File: src/rtl/uart_tx_arbiter.sv
// uart_tx_arbiter: round-robin, frame-locked arbiter sharing the UART TX path with paced writes
module uart_tx_arbiter #(
    parameter int NUM_REQ = 4,
    parameter int TIMEOUT_CYCLES = 1024
) (
    input  logic                   clk,
    input  logic                   reset,
    input  logic [NUM_REQ-1:0]     req_valid,
    input  logic [NUM_REQ*8-1:0]   req_data,
    input  logic [NUM_REQ-1:0]     req_last,
    output logic [NUM_REQ-1:0]     req_ready,
    output logic                   uart_write,
    output logic [7:0]             uart_write_data,
    input  logic                   uart_tx_fifo_full,
    output logic [NUM_REQ-1:0]     grant,
    output logic                   busy,
    output logic                   timeout_pulse,
    output logic [15:0]            frames_sent
);
    localparam int IW = $clog2(NUM_REQ);
    localparam int CW = $clog2(TIMEOUT_CYCLES);
    typedef enum logic [1:0] {IDLE, SEND, SPACE} state_t;
    state_t state, state_n;
    logic [IW-1:0] g, rr_ptr, pick;
    logic [IW:0] idx;
    logic [CW-1:0] idle_cnt;
    logic [1:0] space_cnt;
    logic last_q, g_valid, xfer, tmo, done;
    assign busy = |grant;
    assign g_valid = req_valid[g];
    always_comb begin
        pick = rr_ptr;
        idx = '0;
        for (int i = NUM_REQ - 1; i >= 0; i--) begin
            idx = {1'b0, rr_ptr} + (IW+1)'(i);
            if (idx >= (IW+1)'(NUM_REQ)) idx = idx - (IW+1)'(NUM_REQ);
            if (req_valid[idx[IW-1:0]]) pick = idx[IW-1:0];
        end
    end
    always_comb begin
        state_n = state;
        req_ready = '0;
        xfer = 1'b0;
        tmo = 1'b0;
        done = 1'b0;
        case (state)
            IDLE: state_n = |req_valid ? SEND : IDLE;
            SEND: begin
                req_ready = grant & req_valid & {NUM_REQ{~uart_tx_fifo_full}};
                xfer = g_valid & ~uart_tx_fifo_full;
                tmo = ~g_valid && idle_cnt == CW'(TIMEOUT_CYCLES - 1);
                state_n = xfer ? SPACE : tmo ? IDLE : SEND;
            end
            SPACE: begin
                done = space_cnt == 2'd1 && last_q;
                state_n = space_cnt != 2'd1 ? SPACE : last_q ? IDLE : SEND;
            end
            default: state_n = IDLE;
        endcase
    end
    always_ff @(posedge clk) begin
        if (reset) begin
            state <= IDLE;
            grant <= '0;
            g <= '0;
            rr_ptr <= '0;
            idle_cnt <= '0;
            space_cnt <= '0;
            last_q <= 1'b0;
            uart_write <= 1'b0;
            uart_write_data <= 8'h00;
            timeout_pulse <= 1'b0;
            frames_sent <= 16'h0000;
        end else begin
            state <= state_n;
            uart_write <= xfer;
            timeout_pulse <= tmo;
            // fifo-full stalls with valid high keep the idle counter cleared
            idle_cnt <= (state == SEND && !g_valid) ? idle_cnt + 1'b1 : '0;
            if (xfer) begin
                uart_write_data <= req_data[{g, 3'b000} +: 8];
                last_q <= req_last[g];
                space_cnt <= 2'd2;
            end else if (state == SPACE) begin
                space_cnt <= space_cnt - 1'b1;
            end
            if (state == IDLE && |req_valid) begin
                grant <= NUM_REQ'(1) << pick;
                g <= pick;
            end
            if (done || tmo) begin
                grant <= '0;
                rr_ptr <= (g == IW'(NUM_REQ - 1)) ? '0 : g + 1'b1;
            end
            if (done) frames_sent <= frames_sent + 16'd1;
        end
    end
endmodule

File: config.mk
export PLATFORM = sky130hd
export DESIGN_NAME = uart_tx_arbiter
export DESIGN_NICKNAME = d
export VERILOG_FILES = /design/src/rtl/uart_tx_arbiter.sv
export SDC_FILE = /design/constraint.sdc
export NUM_CORES = 1
export LEC_CHECK = 0
export CAP_MARGIN = 20
export CORE_MARGIN = 2
export CORE_UTILIZATION = 49
export CTS_CLUSTER_DIAMETER = 80
export DETAILED_ROUTE_END_ITERATION = 10
export PLACE_DENSITY = 0.85
export SLEW_MARGIN = 5
export SYNTH_ARGS = -nofsm -noshare
export SYNTH_HDL_FRONTEND = slang
export SYNTH_SLANG_ARGS = --single-unit
export TNS_END_PERCENT = 50
File: constraint.sdc
create_clock -name clk -period 5.7 [get_ports clk]
set_input_delay 1.14 -clock clk [delete_from_list [all_inputs] [get_ports clk]]
set_output_delay 1.14 -clock clk [all_outputs]
set_load 0.02 [all_outputs]
==> results.rst <==
.. list-table::
   :header-rows: 1

   * - Metric
     - Value
   * - Required time at the worst-slack endpoint
     - 4560 ps
   * - Final-layout fill cell count
     - 342
   * - Share of layout cells above drive strength 1
     - 0.0637
   * - Post-detailed-routing wire length
     - 5270 µm
   * - Final setup margin
     - 1870 ps
   * - HPWL after DPL
     - 3960 µm
   * - Share of flip-flops with an asynchronous set or reset after synthesis
     - 0
   * - Count of boundary I/O pins
     - 78
   * - CTS tree
     - built
   * - Remaining global-route overflow
     - 0
   * - Clock Tree Buf Depth
     - 2
   * - Largest area contributor in the synthesized netlist
     - dfxtp_1
   * - Number of max-slew violations in the final report
     - 0
   * - Total leakage power
     - 1.17 nW
   * - Die H
     - 72.3 µm
   * - Tightest Hold Check Type
     - reg -> reg
   * - Setup repair after global routing missed its margin
     - false
   * - # diodes
     - 0
   * - Cells after Synth
     - 241
   * - Post-placement worst setup slack
     - 1880 ps
   * - Critical path class
     - in -> out
   * - Proportion of netlist area held by the largest area contributor
     - 0.429
   * - Post-DR vias/cell
     - 5.46
   * - Peak supply drop
     - 170 µV
   * - Hold Violations, Final
     - 0
   * - Final nets
     - 362
   * - Die footprint
     - 5230 µm²
   * - Root Driver
     - clkbuf_8
   * - Core Area
     - 4410 µm²
   * - Hold-fix buffers, CTS
     - 0
   * - Post-route minimum period
     - 3830 ps
   * - Worst Min Path Start
     - uart_write_data[1]
   * - Final setup viols
     - 0
   * - Fmax
     - 261 MHz
   * - Later-pin clock latency in the skew report
     - 300 ps
   * - Dominant cells by area after synthesis
     - dfxtp_1, mux4_2, xor2_1
   * - Reg2reg path depth
     - 5
   * - Slew Limit Headroom
     - 0.418
   * - Period utilization
     - 0.671
   * - Number of nets with antenna violations after detailed routing
     - 0
   * - First-pass detailed-route iteration total
     - 4
   * - Worst R2R End
     - rr_ptr[0]
   * - Total vias in the final route
     - 1,998
   * - Setup crit end kind
     - output pin
   * - DRC marker count from the first detailed-route iteration
     - 108
   * - Type of element launching the critical path
     - input pin
   * - Antenna violations before repair
     - 0
   * - Synth warn
     - 0
   * - CTS Buf Count
     - 5
   * - Origin of the critical flop-to-flop path
     - g[1]
   * - Cell Area, Synth
     - 2290 µm²
   * - Min-Delay Endpoint
     - uart_write_data[1]
   * - Multi-input gate area in the final layout
     - 1250 µm²
   * - Max-capacitance violation count
     - 0
   * - Synthesis-to-finish area growth
     - 37.7%
   * - Dominant cell by count in the synthesized netlist
     - dfxtp_1
   * - Weighted congestion at the end of routability-driven global placement
     - 0.832
   * - FF+latch count, synth
     - 49
   * - CTS sink cnt
     - 49
   * - Wire length of the first global-routing pass
     - 8390 µm
   * - Width of the die
     - 72.3 µm
   * - Run status
     - completed
   * - PD cells
     - 216 nW/µm²
   * - Dominant synthesized flop cell
     - dfxtp_1
   * - CTS resizes
     - 0
   * - FF+latch area
     - 981 µm²
   * - WHS Path Cells
     - 1
   * - Total track usage
     - 0.206
   * - Sequential area share after synthesis
     - 0.429
   * - Setup slack on the worst flop-to-flop path
     - 3070 ps
   * - Number of post-CTS setup repair buffers
     - 0
   * - Total Neg Setup Slack
     - 0 ps
   * - Maximum number of pins on one net before global-route repair
     - 27
   * - Number of flops mapped to enable cells by yosys
     - 0
   * - Count of H-tree levels built during CTS
     - 2
   * - Clock edge transition at the registers on the reported setup and hold paths
     - 80 ps
   * - Synthesized area per cell
     - 9.50 µm²
   * - Number of input and output port buffers inserted
     - 77
   * - Routed wirelength normalized by instance count
     - 14.4 µm
   * - Net Count, Synth
     - 288
   * - Crit path DAT
     - 2690 ps
   * - Number of distinct library cell variants in the gate-level netlist after synthesis
     - 38
   * - Starting utilization of the core area
     - 0.518
   * - Largest driver fanout on the critical path
     - 6
   * - Via count of the first global-routing pass
     - 1,800
   * - Fin Clk Skew
     - 4.98 ps
   * - Transition time at the pin with the least slew margin
     - 873 ps
   * - FP Rows
     - 24
   * - Most frequent cells after synthesis
     - dfxtp_1, nor2_1, nand2_1
   * - # DRC
     - 0
==> power by group <==
part	switching [mW]	total [mW]	internal [mW]
Combinational	0.0534	0.124	0.0709
Sequential	0.0160	0.371	0.355
Clock	0.105	0.185	0.0808
==> worst max path at each step <==
| stage | startpoint | endpoint | slack (ps) |
|---|---|---|---|
| 6_report | uart_tx_fifo_full | req_ready[3] | 1870 |
| 5_1_grt | uart_tx_fifo_full | req_ready[3] | 1800 |
| 4_1_cts | uart_tx_fifo_full | req_ready[3] | 1870 |
| 3_5_place_dp | uart_tx_fifo_full | req_ready[3] | 1880 |
| 3_3_place_gp | uart_tx_fifo_full | req_ready[3] | 1900 |
| 2_1_floorplan | req_valid[3] | rr_ptr[0] | 2810 |
==> area by class of cell <==
cell class | instances | share of cell area
multi-input combinational | 179 | 0.396
sequential | 49 | 0.311
timing repair buffer | 77 | 0.245
clock buffer | 5 | 0.0218
tap | 52 | 0.0207
inverter | 3 | 0.00357
clock inverter | 1 | 0.00159
==> cell families after synthesis <==
| kind of cell | Yosys count | synth area share |
|---|---|---|
| AO/OA/AOI/OAI | 31 | 0.0886 |
| XOR/XNOR | 23 | 0.0880 |
| adder cells (fa/ha/maj) | 4 | 0.0219 |
| buffers and inverters | 13 | 0.0257 |
| flip-flops | 49 | 0.429 |
| multiplexers | 12 | 0.107 |
| AND/OR/NAND/NOR | 109 | 0.240 |
==> stage by stage <==
step	power (mW)	utilization	hold slack [ps]	std cells	area [µm²]
after floorplan	0.444	-	441	241	2290
after global routing	0.713	0.714	511	366	3150
after detailed placement	0.503	0.697	461	360	3080
after global placement	0.500	0.697	460	360	3080
final	0.680	0.714	479	366	3150
after CTS	0.686	0.714	483	366	3150
==> flip-flops by register name, summed over array words and instances, names as in the netlist <==
| register | cells |
|---|---|
| last_q | 1 |
| g | 2 |
| idle_cnt | 10 |
| frames_sent | 16 |
| grant | 4 |
| uart_write_data | 8 |
| state | 2 |
| space_cnt | 2 |
| timeout_pulse | 1 |
| uart_write | 1 |
| rr_ptr | 2 |
==> worst max-delay path, stage by stage <==
cell and delay, ps:
clkdlybuf4s50_1 440, nor2_1 280, and3_2 230, clkdlybuf4s50_1 600
==> routing by layer <==
layer | wire length (µm) | GRT usage
met3 | 258 | 0.0542
met2 | 2610 | 0.328
met4 | 92 | 0.0901
met5 | 0 | 0
met1 | 2320 | 0.262
==> placed cells by master (no fill, tap or decap), drive strengths merged, types with 2 or more instances in the layout <==
cell / n
clkdlybuf4s50: 77
dfxtp: 49
nor2: 33
nand2: 23
xor2: 16
a21oi: 14
nand3: 12
mux4: 10
a22o: 9
and3: 8
xnor2: 7
o21ai: 5
clkbuf: 5
or3: 5
nor2b: 4
nand4: 4
ha: 4
inv: 3
nand2b: 3
nor3: 3
and4: 3
or4: 3
mux2i: 2
and2: 2
(Power assumes the default switching activity.)
